--- src/rtl/spi_burst_seq.sv ---
// Burst sequencer driving the SysIO SPI peripheral register port: host-side TX/RX byte FIFOs
// plus an FSM that runs load/enable/poll/read for each byte of an N-byte burst.
module spi_burst_seq #(
    parameter int          FIFO_DEPTH = 8,
    parameter logic [7:0]  FILL_BYTE  = 8'hFF,
    parameter int          START_WAIT = 3
) (
    input  logic        clk,
    input  logic        rst,
    input  logic [7:0]  waddr_i,
    input  logic [31:0] data_i,
    input  logic        we_i,
    input  logic [7:0]  raddr_i,
    input  logic        rd_i,
    output logic [31:0] data_o,
    output logic [7:0]  spi_waddr_o,
    output logic [31:0] spi_wdata_o,
    output logic [3:0]  spi_sel_o,
    output logic        spi_we_o,
    output logic [7:0]  spi_raddr_o,
    output logic        spi_rd_o,
    input  logic [31:0] spi_rdata_i,
    output logic        busy_o
);

    localparam int AW = $clog2(FIFO_DEPTH);
    localparam int WW = $clog2(START_WAIT + 1);

    localparam logic [4:0] REG_CFG    = 5'h00;
    localparam logic [4:0] REG_LEN    = 5'h04;
    localparam logic [4:0] REG_TXDATA = 5'h08;
    localparam logic [4:0] REG_RXDATA = 5'h0C;
    localparam logic [4:0] REG_STAT   = 5'h10;

    localparam logic [7:0] SPI_CTRL   = 8'h00;
    localparam logic [7:0] SPI_DATA   = 8'h04;
    localparam logic [7:0] SPI_STATUS = 8'h08;

    typedef enum logic [3:0] {
        S_IDLE, S_CSON, S_LOAD, S_GO, S_WAIT, S_PRD, S_PCHK, S_DRD, S_DCAP, S_CSOFF
    } state_t;

    state_t         state_q, state_d;
    logic [7:0]     cnt_q, cnt_d;
    logic [WW-1:0]  wait_q, wait_d;

    logic           cpol_q, cpha_q, keep_cs_q;
    logic [7:0]     div_q, len_q;
    logic           tx_ovf_q, rx_ovf_q;
    logic [31:0]    data_q, rdata_d;

    logic [7:0]     tx_mem [FIFO_DEPTH];
    logic [AW-1:0]  tx_wptr_q, tx_rptr_q;
    logic [AW:0]    tx_cnt_q;
    logic [7:0]     rx_mem [FIFO_DEPTH];
    logic [AW-1:0]  rx_wptr_q, rx_rptr_q;
    logic [AW:0]    rx_cnt_q;

    logic busy, tx_full, tx_empty, rx_full, rx_empty;
    logic wr_cfg, wr_len, wr_stat, start, tx_push_req, tx_push, tx_pop;
    logic rx_push_req, rx_push, rx_pop;
    logic [31:0] base_ctrl;
    logic unused_bits;

    assign busy     = (state_q != S_IDLE);
    assign tx_full  = (tx_cnt_q == (AW+1)'(FIFO_DEPTH));
    assign tx_empty = (tx_cnt_q == '0);
    assign rx_full  = (rx_cnt_q == (AW+1)'(FIFO_DEPTH));
    assign rx_empty = (rx_cnt_q == '0);

    assign wr_cfg      = we_i && (waddr_i[4:0] == REG_CFG) && !busy;
    assign wr_len      = we_i && (waddr_i[4:0] == REG_LEN) && !busy;
    assign wr_stat     = we_i && (waddr_i[4:0] == REG_STAT);
    assign start       = wr_stat && data_i[31];
    assign tx_push_req = we_i && (waddr_i[4:0] == REG_TXDATA);
    assign tx_push     = tx_push_req && !tx_full;
    assign rx_push     = rx_push_req && !rx_full;
    assign rx_pop      = rd_i && (raddr_i[4:0] == REG_RXDATA) && !rx_empty;

    assign base_ctrl = {16'h0, div_q, 4'h0, 1'b0, cpha_q, cpol_q, 1'b0};

    assign data_o    = data_q;
    assign busy_o    = busy;
    assign spi_sel_o = 4'hF;

    assign unused_bits = ^{data_i[30:16], spi_rdata_i[31:8], waddr_i[7:5], raddr_i[7:5]};

    always_ff @(posedge clk or posedge rst) begin
        if (rst) begin
            // NOTE: sequential state uses <= so every register samples pre-edge values.
            state_q <= S_IDLE;
            cnt_q   <= '0;
            wait_q  <= '0;
        end else begin
            state_q <= state_d;
            cnt_q   <= cnt_d;
            wait_q  <= wait_d;
        end
    end

    always_comb begin
        // NOTE: every output gets a default first so no path leaves a latch behind.
        state_d     = state_q;
        cnt_d       = cnt_q;
        wait_d      = wait_q;
        spi_we_o    = 1'b0;
        spi_waddr_o = '0;
        spi_wdata_o = '0;
        spi_rd_o    = 1'b0;
        spi_raddr_o = '0;
        tx_pop      = 1'b0;
        rx_push_req = 1'b0;
        unique case (state_q)
            S_IDLE: begin
                if (start && (len_q != 8'd0)) begin
                    cnt_d   = len_q;
                    state_d = S_CSON;
                end
            end
            S_CSON: begin
                spi_we_o    = 1'b1;
                spi_waddr_o = SPI_CTRL;
                spi_wdata_o = base_ctrl | 32'h8;
                state_d     = S_LOAD;
            end
            S_LOAD: begin
                spi_we_o    = 1'b1;
                spi_waddr_o = SPI_DATA;
                spi_wdata_o = {24'h0, tx_empty ? FILL_BYTE : tx_mem[tx_rptr_q]};
                tx_pop      = !tx_empty;
                state_d     = S_GO;
            end
            S_GO: begin
                spi_we_o    = 1'b1;
                spi_waddr_o = SPI_CTRL;
                spi_wdata_o = base_ctrl | 32'h9;
                wait_d      = WW'(START_WAIT);
                state_d     = S_WAIT;
            end
            S_WAIT: begin
                if (wait_q == '0) state_d = S_PRD;
                else              wait_d  = wait_q - WW'(1);
            end
            S_PRD: begin
                spi_rd_o    = 1'b1;
                spi_raddr_o = SPI_STATUS;
                state_d     = S_PCHK;
            end
            // Peripheral read data arrives the cycle after the strobe, so it is used directly here.
            S_PCHK: state_d = spi_rdata_i[0] ? S_PRD : S_DRD;
            S_DRD: begin
                spi_rd_o    = 1'b1;
                spi_raddr_o = SPI_DATA;
                state_d     = S_DCAP;
            end
            S_DCAP: begin
                rx_push_req = 1'b1;
                cnt_d       = cnt_q - 8'd1;
                if (cnt_q == 8'd1) state_d = keep_cs_q ? S_IDLE : S_CSOFF;
                else               state_d = S_LOAD;
            end
            S_CSOFF: begin
                spi_we_o    = 1'b1;
                spi_waddr_o = SPI_CTRL;
                spi_wdata_o = base_ctrl;
                state_d     = S_IDLE;
            end
            default: state_d = S_IDLE;
        endcase
    end

    // NOTE: FIFO storage is not reset; the pointers and counts alone define empty.
    always_ff @(posedge clk) begin
        if (tx_push) tx_mem[tx_wptr_q] <= data_i[7:0];
        if (rx_push) rx_mem[rx_wptr_q] <= spi_rdata_i[7:0];
    end

    always_ff @(posedge clk or posedge rst) begin
        if (rst) begin
            tx_wptr_q <= '0;
            tx_rptr_q <= '0;
            tx_cnt_q  <= '0;
            rx_wptr_q <= '0;
            rx_rptr_q <= '0;
            rx_cnt_q  <= '0;
        end else begin
            if (tx_push) tx_wptr_q <= tx_wptr_q + AW'(1);
            if (tx_pop)  tx_rptr_q <= tx_rptr_q + AW'(1);
            tx_cnt_q <= tx_cnt_q + (AW+1)'(tx_push) - (AW+1)'(tx_pop);
            if (rx_push) rx_wptr_q <= rx_wptr_q + AW'(1);
            if (rx_pop)  rx_rptr_q <= rx_rptr_q + AW'(1);
            rx_cnt_q <= rx_cnt_q + (AW+1)'(rx_push) - (AW+1)'(rx_pop);
        end
    end

    always_comb begin
        rdata_d = '0;
        case (raddr_i[4:0])
            REG_CFG:    rdata_d = {16'h0, div_q, 4'h0, keep_cs_q, cpha_q, cpol_q, 1'b0};
            REG_LEN:    rdata_d = {24'h0, len_q};
            REG_RXDATA: rdata_d = rx_empty ? 32'h0 : {24'h0, rx_mem[rx_rptr_q]};
            REG_STAT:   rdata_d = {8'h0, {(7-AW){1'b0}}, rx_cnt_q, {(7-AW){1'b0}}, tx_cnt_q,
                                   5'h0, rx_ovf_q, tx_ovf_q, busy};
            default:    rdata_d = '0;
        endcase
    end

    always_ff @(posedge clk or posedge rst) begin
        if (rst) begin
            cpol_q    <= 1'b0;
            cpha_q    <= 1'b0;
            keep_cs_q <= 1'b0;
            div_q     <= '0;
            len_q     <= '0;
            tx_ovf_q  <= 1'b0;
            rx_ovf_q  <= 1'b0;
            data_q    <= '0;
        end else begin
            if (wr_cfg) begin
                cpol_q    <= data_i[1];
                cpha_q    <= data_i[2];
                keep_cs_q <= data_i[3];
                div_q     <= data_i[15:8];
            end
            if (wr_len) len_q <= data_i[7:0];
            // A new overflow event wins over a simultaneous clear.
            if (tx_push_req && tx_full)      tx_ovf_q <= 1'b1;
            else if (wr_stat && data_i[1])   tx_ovf_q <= 1'b0;
            if (rx_push_req && rx_full)      rx_ovf_q <= 1'b1;
            else if (wr_stat && data_i[2])   rx_ovf_q <= 1'b0;
            if (rd_i) data_q <= rdata_d;
        end
    end

endmodule

--- config.mk ---
export PLATFORM = sky130hd
export DESIGN_NAME = spi_burst_seq
export DESIGN_NICKNAME = d
export VERILOG_FILES = /design/src/rtl/spi_burst_seq.sv
export SDC_FILE = /design/constraint.sdc
export NUM_CORES = 1
export LEC_CHECK = 0
export CAP_MARGIN = 15
export CORE_UTILIZATION = 40
export DETAILED_ROUTE_END_ITERATION = 7
export PLACE_DENSITY = 0.61
export SLEW_MARGIN = 0
export SYNTH_ARGS = -nofsm -noshare
export SYNTH_HDL_FRONTEND = slang
export SYNTH_SLANG_ARGS = --single-unit
--- constraint.sdc ---
create_clock -name clk -period 2.95 [get_ports clk]
set_input_delay 0.4425 -clock clk [delete_from_list [all_inputs] [get_ports clk]]
set_output_delay 0.4425 -clock clk [all_outputs]
set_load 0.03 [all_outputs]
==> reports/qor.yml <==
via_per_inst: 5.185
ys_ff_latch: 203
synth.distinct_cells: 66
finalClockSkew_ns: 0.01495
antenna_found_initial: 0
final_common_cell: "edfxtp_1"
cell_internal_pwr_w: 0.006178
post-route-period-util: 0.9688
worst-path-buf-inv: 2
clk_path_buf_depth: 3
syn_inst: 607
wl_mm: 19.52
drt_pass1_iterations: 8
max_freq_mhz: 349.9
antenna_left: 0
synth_xor_area_frac: 0.01349
critPathLaunchType: "flip-flop"
hold_path_class: "in2async"
hold_viol: 0
grt_overflow: 0
initial_utilization: 0.4127
rr_worst_depth: 9
crit_path_end_kind: "output port"
switching_power_w: 0.002731
maxCapViolations: 0
cts_root_buf: "clkbuf_16"
final_cell_mix: "edfxtp_1 (128), dfrtp_1 (74), clkdlybuf4s50_1 (65)"
wl_met3_mm: 1.124
max_stage_delay_ns: 0.69
swShare: 0.3065
numCtsBuffers: 22
p_leak_nw: 4.337
p_comb_frac: 0.274
synthAdderAreaFrac: 0.03056
powerDensity_mw_per_mm2: 808.5
status: "complete, but fails checks"
cp_top_family: "buffers and inverters"
crit_type: "reg2out"
netlist_area_mm2: 0.009090
wire_per_inst_um: 19.04
layout.nets: 835
clock_latency_ns: 0.49
core-area_mm2: 0.02203
violations: "design-rule violations"
async_flop_share: 0.3695
die_height_um: 152.7
ir_worst_vdd_mv: 0.5740
cts_hold_buffers: 0
clk_pin_slew_ns: 0.06
finalSetupViolCount: 0
synthToLayoutAreaGrowth_pct: 21.21
topRoutingLayerUsed: "met4"
numClockSinks: 203
worst_pin_slew_ns: 0.8544
fin_tns_setup_ns: 0
crit_chain: "buf_4 > or4_1 > clkdlybuf4s50_1"
cp.depth: 3
wl_met1_mm: 8.564
dieArea_mm2: 0.02333
rsz0062_at_grt: "false"
dp_hpwl_mm: 13.97
p_seq_frac: 0.419
fin_util: 0.5002
wl_met2_mm: 9.408
seq_area_frac_synth: 0.6293
final_layout_size_suffix_gt1_frac: 0.1987
whs_ns: 0.3099
synth_ff_type: "edfxtp_1"
port_buffers: 80
synth_edf_count: 128
grt_pass1_wl_mm: 30.95
drtIter0Drc: 329
vias: 5315
grt_pass1_vias: 5486
critPathSlowestCell: "clkdlybuf4s50_1"
htreeDepth: 1
grt_max_degree: 29
muxShareOfSynthArea: 0.1270
synth_top_family_by_area: "multiplexers"
synth-compound-area-share: 0.06290
yosys.area_share.simple: 0.07832
syn_area_per_cell_um2: 14.98
cts_tree: "yes"
route.detailed.drc: 11
yosys_warnings: 0
antennaDiodeCount: 0
fin_crit_ns: 2.858
gp_congestion: 0.7910
critPathArrivalTime_ns: 2.42
rows: 54
power_frac_clock: 0.306
globalRouteTotalUtil: 0.1705
slew_violations: 0
relSlewSlack: 0.4251
path_max_fanout: 7
crit_required_ns: 2.51
pin_count: 171
fp.dieW_um: 152.7
[state kept, by name, summed over array words and instances (netlist names), 4 cells and up]
| register | flops |
|---|---|
| rx_mem | 64 |
| tx_mem | 64 |
| data_o | 20 |
| cnt_q | 8 |
| div_q | 8 |
| len_q | 8 |
| rx_cnt_q | 4 |
| state_q | 4 |
| tx_cnt_q | 4 |
[cells by family after synthesis]
logic type / Yosys count
buf+inv: 93
other cells: 2
xor+xnor: 14
mux: 72
simple gates: 126
compound gates: 76
flops: 203
fa+ha+maj: 21
[cell usage after synthesis, types with 4 or more instances]
| cell | n | area share |
|---|---|---|
| nor2b_1 | 5 | 0.0034 |
| a22oi_1 | 6 | 0.0050 |
| nor4_1 | 7 | 0.0048 |
| dfrtp_1 | 75 | 0.21 |
| nor3_1 | 16 | 0.0088 |
| xnor2_1 | 6 | 0.0058 |
| xor2_1 | 8 | 0.0077 |
| inv_1 | 24 | 0.0099 |
| mux2_1 | 14 | 0.017 |
| a21o_1 | 4 | 0.0033 |
| o2bb2ai_1 | 5 | 0.0048 |
| a31oi_1 | 4 | 0.0028 |
| and2_1 | 9 | 0.0062 |
| a221o_1 | 4 | 0.0044 |
| buf_2 | 4 | 0.0022 |
| mux2i_1 | 13 | 0.014 |
| o21ai_0 | 9 | 0.0050 |
| nand2_1 | 24 | 0.0099 |
| a21oi_1 | 14 | 0.0077 |
| clkbuf_1 | 15 | 0.0062 |
| mux2_2 | 13 | 0.016 |
| mux4_2 | 32 | 0.079 |
| ha_1 | 19 | 0.026 |
| nor2_1 | 29 | 0.012 |
| buf_1 | 4 | 0.0017 |
| a22o_1 | 7 | 0.0067 |
| nor3b_1 | 6 | 0.0050 |
| nand2b_1 | 7 | 0.0048 |
| buf_4 | 45 | 0.037 |
| edfxtp_1 | 128 | 0.42 |
[final timing paths]
| path | endpoint | from | slack, ns |
|---|---|---|---|
| hold reg to reg | data_o[18] | data_o[18] | 0.49 |
| hold / removal | div_q[5] | rst | 0.31 |
| setup reg to reg | rx_cnt_q[2] | state_q[3] | 0.36 |
| min in group clk | data_o[18] | data_o[18] | 0.49 |
| setup / recovery | busy_o | state_q[2] | 0.09 |
| max in group asynchronous | data_o[5] | rst | 1.86 |
[power groups by stage]
stage	combinational [W]	sequential (W)	clock (W)
final	0.00245	0.00373	0.00273
after global routing	0.00268	0.00379	0.00291
after CTS	0.00249	0.00373	0.00279
after floorplan	0.00191	0.00356	0
after detailed placement	0.00248	0.00377	0
after global placement	0.00242	0.00375	0
[metrics by stage]
stage | instance area [µm²] | total power [W] | setup slack, ns | std cells
final | 11020 | 0.008908 | 0.09205 | 1025
after global placement | 10290 | 0.006174 | 0.2250 | 986
after floorplan | 9251 | 0.005477 | 0.2792 | 650
after detailed placement | 10290 | 0.006256 | 0.2136 | 986
after global routing | 11020 | 0.009376 | 0.02133 | 1025
after CTS | 11020 | 0.009006 | 0.03909 | 1025
[routing by layer]
| metal | track usage | up-vias |
|---|---|---|
| met2 | 0.2842 | 161 |
| met4 | 0.04473 | 0 |
| met5 | 0 | - |
| met1 | 0.2325 | 2670 |
| met3 | 0.02702 | 31 |
| li1 | - | 2453 |
[timing repair]
action | in CTS | in global routing
resized for setup | 9 | 4
setup endpoints to repair | 9 | 2
setup buffers | 0 | 0
endpoints found under the hold margin | 0 | 0
[cell type report]
type | instances | area (µm²)
clock buffer | 25 | 583.1
clock inverter | 14 | 141.4
fill | 1888 | 11010
sequential | 203 | 5722
inverter | 25 | 93.84
tap | 280 | 350.3
timing repair buffer | 124 | 1105
multi-input combinational | 354 | 3023
No activity file was read; power rests on OpenSTA's default activity.
